===== src/rtl/hotspot_locator.sv =====
// Purpose: scan one GRID_W x GRID_H power map per frame, locate the strongest cell, map it to smoothed LCD pixel coordinates.
// Latency: pos_ena rises exactly 3 cycles after the last accepted sample of a frame (MAP, SMOOTH, OUT).
// Backpressure: none; samples are consumed whenever pwr_valid is high in SCAN, and ignored in every other state.
module hotspot_locator #(
  parameter int          GRID_W   = 16,
  parameter int          GRID_H   = 9,
  parameter int          PWR_W    = 32,
  parameter int          STEP_X   = 30,
  parameter int          STEP_Y   = 30,
  parameter int          OFS_X    = 15,
  parameter int          OFS_Y    = 15,
  parameter int unsigned THRESH   = 32'd1000,
  parameter int          ALPHA_SH = 1,
  parameter int          HOLD_X   = 238,
  parameter int          HOLD_Y   = 145
) (
  input  logic                    clk_pix,
  input  logic                    rst_n,
  input  logic                    frame_start,
  input  logic                    pwr_valid,
  input  logic [PWR_W-1:0]        pwr_data,
  output logic signed [25:0]      pix_x_out,
  output logic signed [25:0]      pix_y_out,
  output logic                    pos_ena,
  output logic [PWR_W-1:0]        peak_pwr,
  output logic                    frame_err
);

  localparam int CW = (GRID_W > 1) ? $clog2(GRID_W) : 1;
  localparam int RW = (GRID_H > 1) ? $clog2(GRID_H) : 1;
  localparam logic [CW-1:0]        LAST_COL = CW'(GRID_W - 1);
  localparam logic [RW-1:0]        LAST_ROW = RW'(GRID_H - 1);
  localparam logic signed [25:0]   STEP_X_C = 26'(STEP_X);
  localparam logic signed [25:0]   STEP_Y_C = 26'(STEP_Y);
  localparam logic signed [25:0]   OFS_X_C  = 26'(OFS_X);
  localparam logic signed [25:0]   OFS_Y_C  = 26'(OFS_Y);
  localparam logic signed [25:0]   HOLD_X_C = 26'(HOLD_X);
  localparam logic signed [25:0]   HOLD_Y_C = 26'(HOLD_Y);
  localparam logic [PWR_W-1:0]     THRESH_C = PWR_W'(THRESH);

  typedef enum logic [2:0] {S_IDLE, S_SCAN, S_MAP, S_SMOOTH, S_OUT} state_e;

  state_e                 state_q, state_d;
  logic [CW-1:0]          col_q, col_d, bcol_q, bcol_d;
  logic [RW-1:0]          row_q, row_d, brow_q, brow_d;
  logic [PWR_W-1:0]       max_q, max_d, peak_q, peak_d;
  logic signed [25:0]     raw_x_q, raw_x_d, raw_y_q, raw_y_d;
  logic signed [25:0]     sm_x_q, sm_x_d, sm_y_q, sm_y_d;
  logic signed [25:0]     pix_x_q, pix_x_d, pix_y_q, pix_y_d;
  logic                   have_pos_q, have_pos_d;
  logic                   pos_ena_q, pos_ena_d;
  logic                   frame_err_q, frame_err_d;

  // A frame_start in IDLE or SCAN (re)opens a frame; a coincident sample becomes cell 0.
  logic                   start, acc;
  logic [CW-1:0]          cur_col;
  logic [RW-1:0]          cur_row;
  logic [PWR_W-1:0]       cur_max;
  assign start   = frame_start && (state_q == S_IDLE || state_q == S_SCAN);
  assign acc     = pwr_valid && (start || state_q == S_SCAN);
  assign cur_col = start ? '0 : col_q;
  assign cur_row = start ? '0 : row_q;
  assign cur_max = start ? '0 : max_q;

  // First-order smoothing candidate; the very first detection loads raw coordinates directly.
  logic signed [25:0]     dx, dy, blend_x, blend_y, nx, ny;
  assign dx      = raw_x_q - sm_x_q;
  assign dy      = raw_y_q - sm_y_q;
  assign blend_x = sm_x_q + (dx >>> ALPHA_SH);
  assign blend_y = sm_y_q + (dy >>> ALPHA_SH);
  assign nx      = have_pos_q ? blend_x : raw_x_q;
  assign ny      = have_pos_q ? blend_y : raw_y_q;

  // Next-state, scan bookkeeping and result computation.
  always_comb begin
    state_d     = state_q;
    col_d       = col_q;
    row_d       = row_q;
    max_d       = max_q;
    bcol_d      = bcol_q;
    brow_d      = brow_q;
    raw_x_d     = raw_x_q;
    raw_y_d     = raw_y_q;
    sm_x_d      = sm_x_q;
    sm_y_d      = sm_y_q;
    have_pos_d  = have_pos_q;
    pix_x_d     = pix_x_q;
    pix_y_d     = pix_y_q;
    peak_d      = peak_q;
    pos_ena_d   = 1'b0;
    frame_err_d = 1'b0;

    if (start) begin
      state_d     = S_SCAN;
      col_d       = '0;
      row_d       = '0;
      max_d       = '0;
      bcol_d      = '0;
      brow_d      = '0;
      frame_err_d = (state_q == S_SCAN);
    end

    case (state_q)
      S_MAP: begin
        raw_x_d = $signed(26'(bcol_q)) * STEP_X_C + OFS_X_C;
        raw_y_d = $signed(26'(brow_q)) * STEP_Y_C + OFS_Y_C;
        state_d = S_SMOOTH;
      end
      S_SMOOTH: begin
        peak_d    = max_q;
        pos_ena_d = 1'b1;
        state_d   = S_OUT;
        if (max_q < THRESH_C) begin
          pix_x_d = HOLD_X_C;
          pix_y_d = HOLD_Y_C;
        end else begin
          sm_x_d     = nx;
          sm_y_d     = ny;
          have_pos_d = 1'b1;
          pix_x_d    = (nx == HOLD_X_C && ny == HOLD_Y_C) ? HOLD_X_C + 26'sd1 : nx;
          pix_y_d    = ny;
        end
      end
      S_OUT:   state_d = S_IDLE;
      default: ;
    endcase

    // Strictly-greater compare keeps the earliest cell on ties.
    if (acc) begin
      if (pwr_data > cur_max) begin
        max_d  = pwr_data;
        bcol_d = cur_col;
        brow_d = cur_row;
      end
      if (cur_col == LAST_COL) begin
        col_d = '0;
        if (cur_row == LAST_ROW) begin
          row_d   = '0;
          state_d = S_MAP;
        end else begin
          row_d = cur_row + RW'(1);
        end
      end else begin
        col_d = cur_col + CW'(1);
      end
    end
  end

  // State and datapath registers.
  always_ff @(posedge clk_pix or negedge rst_n) begin
    if (!rst_n) begin
      state_q     <= S_IDLE;
      col_q       <= '0;
      row_q       <= '0;
      max_q       <= '0;
      bcol_q      <= '0;
      brow_q      <= '0;
      raw_x_q     <= '0;
      raw_y_q     <= '0;
      sm_x_q      <= '0;
      sm_y_q      <= '0;
      have_pos_q  <= 1'b0;
      pix_x_q     <= HOLD_X_C;
      pix_y_q     <= HOLD_Y_C;
      peak_q      <= '0;
      pos_ena_q   <= 1'b0;
      frame_err_q <= 1'b0;
    end else begin
      state_q     <= state_d;
      col_q       <= col_d;
      row_q       <= row_d;
      max_q       <= max_d;
      bcol_q      <= bcol_d;
      brow_q      <= brow_d;
      raw_x_q     <= raw_x_d;
      raw_y_q     <= raw_y_d;
      sm_x_q      <= sm_x_d;
      sm_y_q      <= sm_y_d;
      have_pos_q  <= have_pos_d;
      pix_x_q     <= pix_x_d;
      pix_y_q     <= pix_y_d;
      peak_q      <= peak_d;
      pos_ena_q   <= pos_ena_d;
      frame_err_q <= frame_err_d;
    end
  end

  assign pix_x_out = pix_x_q;
  assign pix_y_out = pix_y_q;
  assign pos_ena   = pos_ena_q;
  assign peak_pwr  = peak_q;
  assign frame_err = frame_err_q;

endmodule


===== config.mk =====
export PLATFORM = sky130hd
export DESIGN_NAME = hotspot_locator
export DESIGN_NICKNAME = d
export VERILOG_FILES = /design/src/rtl/hotspot_locator.sv
export SDC_FILE = /design/constraint.sdc
export NUM_CORES = 1
export LEC_CHECK = 0
export CORE_UTILIZATION = 54
export CTS_CLUSTER_DIAMETER = 100
export DETAILED_ROUTE_END_ITERATION = 16
export MAX_ROUTING_LAYER = met4
export PLACE_DENSITY_LB_ADDON = 0.2
export SLEW_MARGIN = 15
export SYNTH_ARGS = -nofsm -noshare
export SYNTH_HDL_FRONTEND = slang
export SYNTH_SLANG_ARGS = --single-unit
export TNS_END_PERCENT = 30

===== constraint.sdc =====
create_clock -name clk_pix -period 4.5 [get_ports clk_pix]
set_input_delay 0.675 -clock clk_pix [delete_from_list [all_inputs] [get_ports clk_pix]]
set_output_delay 0.675 -clock clk_pix [all_outputs]
set_load 0.01 [all_outputs]

## Word-level counts from Yosys, hierarchy flattened

Index checks and enable logic that the tools add are counted.

- Add/subtract/negate cells: 8
- Bitwise operators: 1
- Magnitude comparators: 2
- Multipliers: 2
- Muxes and demuxes: 28
- Equality and inequality tests: 8
- Reduce and logical (&&, ||, !) cells: 7

Operators by type and width:

| cell | count |
|---|---|
| two-way mux 26 bit | 5 |
| two-way mux 32 bit | 3 |
| adder 26 x 25 -> 26 bit | 2 |
| equality test 26 x 9 -> 1 bit (second input constant) | 2 |
| two-way mux 4 bit | 13 |
| subtractor 26 bit | 2 |
| > comparator 32 bit | 1 |
| < comparator 32 x 10 -> 1 bit (second input constant) | 1 |
| adder 9 x 4 -> 10 bit (second input constant) | 2 |
| multiplier 4 x 4 -> 8 bit (second input constant) | 2 |
| two-way mux 3 bit | 4 |
| one-hot mux 3 bit (3 select lines) | 1 |
| adder 4 x 1 -> 4 bit (second input constant) | 2 |
| equality test 4 bit (second input constant) | 2 |
| equality test 3 x 2 -> 1 bit (second input constant) | 2 |
| equality test 3 x 1 -> 1 bit (second input constant) | 1 |
| equality test 3 bit (second input constant) | 1 |
| logical AND 1 bit | 3 |
| zero test 3 bit | 1 |
| logical OR 1 bit | 2 |
| two-way mux 1 bit | 2 |
| AND reduction 2 bit | 1 |
| inverter 1 bit | 1 |

- Output and inout port bits: 86
- Input bits: 36
- Register bits: 242

## Logic depth before layout (Yosys ltp)

Gate-level depths: netlist of run 1.

- Word-level depth: 8
- Gate-level depth with buffers: 24
- Depth with buffers taken out: 23

## Worst setup path before layout of run 1

Ideal clock, no wire load.

- Kind: register to register
- From: register sm_x_q[0]
- To: register pix_x_q[0], in the netlist pix_x_out[0]
- Data required time: 4.433 ns
- Setup slack: -0.062 ns
- Stages on the path, launching flop included: 25
- Data arrival time: 4.495 ns
- Buffers on the path: 1
- Cells stage by stage: dfrtp_1 nor2b_1 fa_1 nor2b_1 o21ai_0 a21oi_1 o21ai_0 a21boi_1 o21ai_0 a21boi_1 o31a_1 nand2_1 xor2_1 ha_1 clkbuf_1 a21o_1 a21o_1 a21o_1 a2111oi_0 nor3b_1 a311oi_1 xnor2_1 o31ai_1 nand4_1 nand2_1

- Longest elaborated chain between the ends: 7

Ends and longest elaborated chain:

| what | line | source |
|---|---|---|
| start, declared | 48 | `logic signed [25:0] sm_x_q, sm_x_d, sm_y_q, sm_y_d;` |
| start signal, assigned | 177 | `sm_x_q <= sm_x_d;` |
| subtractor 26 bit | 67 | `assign dx = raw_x_q - sm_x_q;` |
| adder 26 x 25 -> 26 bit (*) | 69 | `assign blend_x = sm_x_q + (dx >>> ALPHA_SH);` |
| two-way mux 26 bit (*) | 71 | `assign nx = have_pos_q ? blend_x : raw_x_q;` |
| equality test 26 x 9 -> 1 bit | 120 | `pix_x_d = (nx == HOLD_X_C && ny == HOLD_Y_C) ? HOLD_X_C + 26'sd1 : nx;` |
| logical AND 1 bit | 120 |  |
| two-way mux 26 bit (*) | 120 |  |
| two-way mux 26 bit (*) | 113 | `if (max_q < THRESH_C) begin` |
| end signal, assigned | 180 | `pix_x_q <= pix_x_d;` |
| end, declared | 49 | `logic signed [25:0] pix_x_q, pix_x_d, pix_y_q, pix_y_d;` |

Mark *: on every way between the ends. The rest lies on a longest branch, timed or not.
A chain may end at the register's enable or synchronous reset.

## Worst setup path in the final report of run 1

- From: register sm_y_q[0]
- To: register pix_x_q[0], in the netlist pix_x_out[0]

- Longest elaborated chain between the ends: 7

Ends and longest elaborated chain:

| what | line | source |
|---|---|---|
| start, declared | 48 |  |
| start signal, assigned | 178 | `sm_y_q <= sm_y_d;` |
| subtractor 26 bit | 68 | `assign dy = raw_y_q - sm_y_q;` |
| adder 26 x 25 -> 26 bit (*) | 70 | `assign blend_y = sm_y_q + (dy >>> ALPHA_SH);` |
| two-way mux 26 bit (*) | 72 | `assign ny = have_pos_q ? blend_y : raw_y_q;` |
| equality test 26 x 9 -> 1 bit (*) | 120 |  |
| logical AND 1 bit (*) | 120 |  |
| two-way mux 26 bit (*) | 120 |  |
| two-way mux 26 bit (*) | 113 |  |

Marked as above.

==> results.md, run 1 <==
* Design Area, Final at 18600 sq um
* Ys async rst share at 100%
* Req. time, crit path at 4.96 ns
* Initial antenna violation count at 0
* Vias in the first global route at 12862
* Iter 0 DRT Violations at 725
* Worst setup margin at -0.247 ns
* Setup violators final at 3
* Leak at 0.00967 uW
* Dpl hpwl at ~28 mm
* Cells along the critical path: nor2b_4 -> fa_2 -> nor2b_2 -> o21ai_2 -> a21oi_2 -> o21ai_2 -> a21boi_2 -> buf_4 -> buf_6 -> buf_6 -> buf_6 -> buf_6 -> nor2_2 -> ha_1 -> a21oi_1 -> o21a_1 -> xor2_1 -> o21ai_0 -> or4_1 -> nor4_2 -> nand4_1 -> nor4bb_2 -> nand4_1 -> nand2_1
* Netlist cell types at 78
* Routed WL per cell at 17.2 um
* FMAX at 211 MHz
* Hold Buf Count CTS at 0
* Post-synth EDFFs at 0
* Global-route wire length before repair at 62.8 mm
* Critical path arrival at 5.21 ns
* Initial Util at 54.8%
* Syn avg cell area at 8.70 sq um
* Worst-Skew Late Latency at 0.54 ns
* DIE WIDTH at 164 um
* Root buffer cell: clkbuf_16
* VDD IR-drop max at 0.320 mV
* Total CTS buffers at 24
* Crit start category: flip-flop
* Layout Skew at 0.0208 ns
* Boundary Pins at approximately 120
* RSZ-0062 raised after global routing: yes
* Reg area at 5240 sq um
* CTS tree: built
* Syn_nets at 1812
* Min cycle time layout at roughly 4.7 ns
* Top fanout value on the critical path at 3
* Total gr overflow at 0
* Commonest non-fill, non-tap cell in the layout: nand2_1
* Final Hold Slack at 0.204 ns
* Largest net degree at the start of global routing at 120
* Critical path's largest stage delay at 0.58 ns
* Post-Syn Area at 14200 sq um
* Area grow syn2layout at 30.9%
* DR pass1 iterations at 7
* Main flop type after synthesis: dfrtp_1
* Most frequent cells in the layout: nand2_1, buf_4, dfrtp_1
* YS warnings at 0
* Power Density at ~220 nW/um^2
* Total of max-cap violations at 0
* CTS clk-pin slew, worst paths at 0.06 ns
* Synth area leader: dfrtp_1
* Slew Viols, Final at 0
* Slew Limit Headroom at 36.6%
* Die height at 164 um
* Post-Route WL at 39.1 mm
* Setup TNS Final at -0.266 ns
* GRT Util Overall at 29.9%
* Worst hold path class: input port to async pin
* Type of the worst setup path: flip-flop to flip-flop
* Via-to-Cell Ratio at 5.69
* Via Count at approximately 13000
* Drc violations at 0
* Area occupied by multi-input gates at 9090 sq um
* Core box area at 26000 sq um
* Clock Sinks at 209
* N_diodes at 0
* Die area at 27000 sq um
* Share of the synthesized area in the top cell type at 35.2%
* Final period util at 105%
* Number of core rows at 59
* Main area contributors after synthesis: dfrtp_1, ha_1, nand2_1
* Post-route ant nets at 0
* Max clock buf depth at 3
* Critical path's slowest cell: or4_1
* Yosys reg bits at 209
* Pre-CTS setup slack at -0.690 ns
* Number of fillers in the final layout at 2060
* Number of nets in the layout at 2107
* Worst Tran Pin Value at 0.951 ns
* Most Frequent Cell on Critical Path: buf_6
* DP Area at 17100 sq um
* Hold Violations, Final at 0
* RePlAce Congestion at 0.947
* H-tree depth at 1
* Port buffer count at approximately 120
* Critical path capture point type: flip-flop
* Share of cells above drive strength 1 at 19.4%
* Status: finished, violations left
* Post-Synthesis Cells at 1635
* Failing checks: setup timing
* Register area share after synthesis at 36.8%
-- cell usage after synthesis (all sizes together) (4+ instances only) --
cell type  number
nor2b          10
o211ai         15
o21ai         105
and3           20
dfstp           9
xor2           39
o21bai          4
dfrtp         200
nand2         349
ha            127
a31oi          12
nand3b          6
fa             14
o2111ai         7
a21oi          89
or3             8
a2111oi         5
nand2b         14
mux2i          15
a21boi         11
nor3           28
a221oi          6
mux2            6
a211oi         15
o41ai           5
nand4b          4
buf            16
a21o           88
or4             5
nor2           91
and2           16
nand4          16
inv            67
xnor2          64
nand3          20
clkbuf         47
o21a           23
nor4           13
-- cell families (layout without fill, tap and decap cells) --
logic type               Yosys count  count (layout)  share of synthesized area (%)
flip-flops                       209             209                           36.8
AO/OA/AOI/OAI                    416             416                           19.2
adder cells (fa/ha/maj)          142             142                           13.2
XOR/XNOR                         103             103                           6.34
multiplexers                      21              21                           1.53
AND/OR/NAND/NOR                  613             613                           19.3
buffers and inverters            131             439                           3.56
-- flip-flops by register name (all words and copies together) (netlist names) --
signal / flops
max_q: 32
peak_pwr: 32
pix_x_out: 26
pix_y_out: 26
sm_x_q: 26
sm_y_q: 26
raw_y_q: 10
raw_x_q: 9
bcol_q: 4
brow_q: 4
col_q: 4
row_q: 4
state_q: 3
frame_err: 1
have_pos_q: 1
pos_ena: 1
-- cell type report --
type	instances	area share, %
inverter	68	1.37
clock inverter	3	0.289
clock buffer	36	3.79
tap	335	2.25
timing repair buffer	332	15.3
sequential	209	28.2
multi-input combinational	1295	48.8
-- routing by layer --
layer	vias to the layer above	global-route usage (%)	wire, um
li1	6322	-	-
met1	6229	37.0	16800
met2	310	49.4	18900
met3	101	3.64	1770
met4	0	12.5	1670
met5	-	-	0
-- worst max-delay path, delay by kind of cell (launching register included) --
kind,cells,cell delay (ns)
AND/OR/NAND/NOR,9,1.88
AO/OA/AOI/OAI,7,1.08
XOR/XNOR,1,0.15
adder cells (fa/ha/maj),2,0.70
flip-flops,1,0.38
buffers and inverters,5,0.47
-- metrics by stage --
stage,std cells,util (%),total power (uW)
floorplan,1635,-,2130
global placement,2217,65.7,2260
detailed placement,2217,65.7,2270
CTS,2271,69.6,4190
global route,2278,71.7,4300
finish,2278,71.7,4150
-- power breakdown --
part / internal (uW) / switching, uW / total [uW]
sequential: 1920 / 33.2 / 1950
combinational: 119 / 167 / 286
clock: 1130 / 789 / 1920
-- final timing paths --
check                              start  cells past startpoint            end  slack (ns)
max                            sm_y_q[0]                     24   pix_x_out[0]       -0.25
min                                rst_n                      1     sm_x_q[14]        0.20
max reg2reg                    sm_y_q[0]                     24   pix_x_out[0]       -0.25
min reg2reg                pix_y_out[21]                      2  pix_y_out[21]        0.47
max in group asynchronous          rst_n                      2  pix_y_out[10]        3.34
min in group clk_pix       pix_y_out[21]                      2  pix_y_out[21]        0.47
-- repair_timing --
| action | CTS | global route |
|---|---|---|
| resized for setup | 45 | 105 |
| pin swaps | 33 | 57 |
| endpoints found under the setup margin | 39 | 61 |
| setup buffers | 15 | 10 |
No activity file was read; power rests on OpenSTA's default activity.
==> run 2, diff against run 1 <==
Settings changed: CAP_MARGIN from default to 20, GPL_TIMING_DRIVEN from default to 0.
==> results.md, run 2 (same netlist as run 1, synthesis figures left out) <==
* Status: finished, violations left
* Failing checks: setup timing
* Final period util at 109%
* DIE WIDTH at 164 um
* FMAX at approximately 200 MHz
* Setup TNS Final at -0.843 ns
* Critical path capture point type: flip-flop
* Req. time, crit path at 4.96 ns
* Worst hold path class: input port to async pin
* Leak at approximately 0.0089 uW
* Clock Sinks at 209
* RSZ-0062 raised after global routing: yes
* Die height at roughly 160 um
* Total CTS buffers at 25
* Critical path arrival at between 5 and 6 ns
* Iter 0 DRT Violations at 934
* Boundary Pins at 122
* Layout Skew at between 0.015 and 0.02 ns
* Most frequent cells in the layout: nand2_1, dfrtp_1, clkdlybuf4s50_1
* Slew Limit Headroom at 39.9%
* Power Density at 237 nW/um^2
* Via-to-Cell Ratio at 5.88
* Slew Viols, Final at 0
* Number of nets in the layout at 1996
* Top fanout value on the critical path at 4
* Drc violations at 0
* Worst setup margin at -0.402 ns
* DR pass1 iterations at 7
* Vias in the first global route at around 12000
* H-tree depth at 1
* Crit start category: flip-flop
* Post-route ant nets at 0
* GRT Util Overall at between 30% and 40%
* Total gr overflow at 0
* Layout Utilization at between 60% and 70%
* Max clock buf depth at 3
* Total of max-cap violations at 0
* Number of core rows at 59
* VDD IR-drop max at 0.293 mV
* N_diodes at 0
* CTS tree: built
* Initial Util at 54.8%
* Die area at 27000 sq um
* Core box area at 26000 sq um
* Worst-Skew Late Latency at around 0.54 ns
* Post-Route WL at 41.0 mm
* Dpl hpwl at 29.8 mm
* Routed WL per cell at 18.9 um
* Commonest non-fill, non-tap cell in the layout: nand2_1
* DP Area at 15900 sq um
* CTS clk-pin slew, worst paths at 0.06 ns
* Area grow syn2layout at 24.5%
* Worst Tran Pin Value at 0.901 ns
* Global-route wire length before repair at 63.4 mm
* Setup violators final at 5
* Min cycle time layout at 4.90 ns
* Initial antenna violation count at 0
* RePlAce Congestion at 0.962
* Hold Buf Count CTS at 0
* Hold Violations, Final at 0
* Largest net degree at the start of global routing at just under 90
* Design Area, Final at roughly 18000 sq um
* Type of the worst setup path: flip-flop to flip-flop
* Root buffer cell: clkbuf_16
* Final Hold Slack at a little under 0.02 ns
* Share of cells above drive strength 1 at around an eighth
* Via Count at 12784
* Port buffer count at 121
-- run 2: cell count changes in the layout (fill, tap and decap cells not counted), sizes merged --
cell | previous run | this run
buf | 212 | 62
clkbuf | 36 | 76
clkinv | 2 | 4
clkinvlp | 1 | 3
inv | 67 | 68
-- run 2: through the flow --
| stage | setup WS [ns] | instances | total power [uW] |
|---|---|---|---|
| 2_1_floorplan | 0.00629 | 1635 | 2130 |
| 3_3_place_gp | -6.14 | 2091 | 2260 |
| 3_5_place_dp | -1.27 | 2093 | 2280 |
| 4_1_cts | -0.463 | 2155 | 4230 |
| 5_1_grt | -0.582 | 2173 | 4340 |
| 6_report | -0.402 | 2173 | 4200 |
-- run 2: cell type report --
cell class | instances | area (sq um)
flip-flops and latches | 209 | 5250
repair buffers | 167 | 1640
clock inverters | 8 | 76.3
inverters | 68 | 255
multi-input cells | 1295 | 9150
fillers | 2118 | 8270
clock buffers | 38 | 714
well taps | 335 | 419
plain buffers | 53 | 214
-- run 2: critical path, cell delays in order, from the launching register on --
cell and delay [ns]:
dfrtp_1 0.40, nor2b_4 0.14, fa_2 0.35, nor2b_2 0.13
o21ai_2 0.08, a21oi_2 0.17, o21ai_2 0.08, a21boi_2 0.17
o21ai_2 0.08, a21boi_2 0.18, o31a_1 0.29, buf_6 0.16
nand2_2 0.05, xor2_1 0.15, ha_1 0.33, and3_1 0.20
o21ai_1 0.12, a21oi_1 0.08, or3_1 0.36, a31oi_2 0.18
xnor2_1 0.13, o41ai_2 0.36, nor4bb_2 0.30, nand4_1 0.22
nand2_1 0.11
-- run 2: what timing repair did --
action | in CTS | in global routing
pin swaps | 41 | 52
endpoints found under the setup margin | 48 | 51
gates resized for setup | 77 | 85
setup buffers | 24 | 20
-- run 2: final timing paths --
check                                endpoint          start  slack [ns]  cells past startpoint
worst max register to register   pix_x_out[0]      sm_x_q[0]       -0.40                     24
worst max-delay path             pix_x_out[0]      sm_x_q[0]       -0.40                     24
min in group clk_pix            pix_y_out[20]  pix_y_out[20]        0.47                      2
worst min-delay path               sm_x_q[19]          rst_n        0.02                      1
worst min register to register  pix_y_out[20]  pix_y_out[20]        0.47                      2
max in group asynchronous        peak_pwr[27]          rst_n        3.73                      2
-- run 2: metal layers --
metal | routed length, um | GRT usage (%) | up-vias
met4 | 1610 | 11.1 | 0
li1 | - | - | 6073
met5 | 0 | - | -
met2 | 19800 | 50.4 | 372
met1 | 17700 | 39.5 | 6241
met3 | 1830 | 3.61 | 98
-- run 2: where the power goes --
group | internal (uW) | leakage, uW | switching, uW
sequential | 1920 | 0.00284 | 34.5
combinational | 120 | 0.00572 | 174
clock | 1150 | 0.000378 | 807
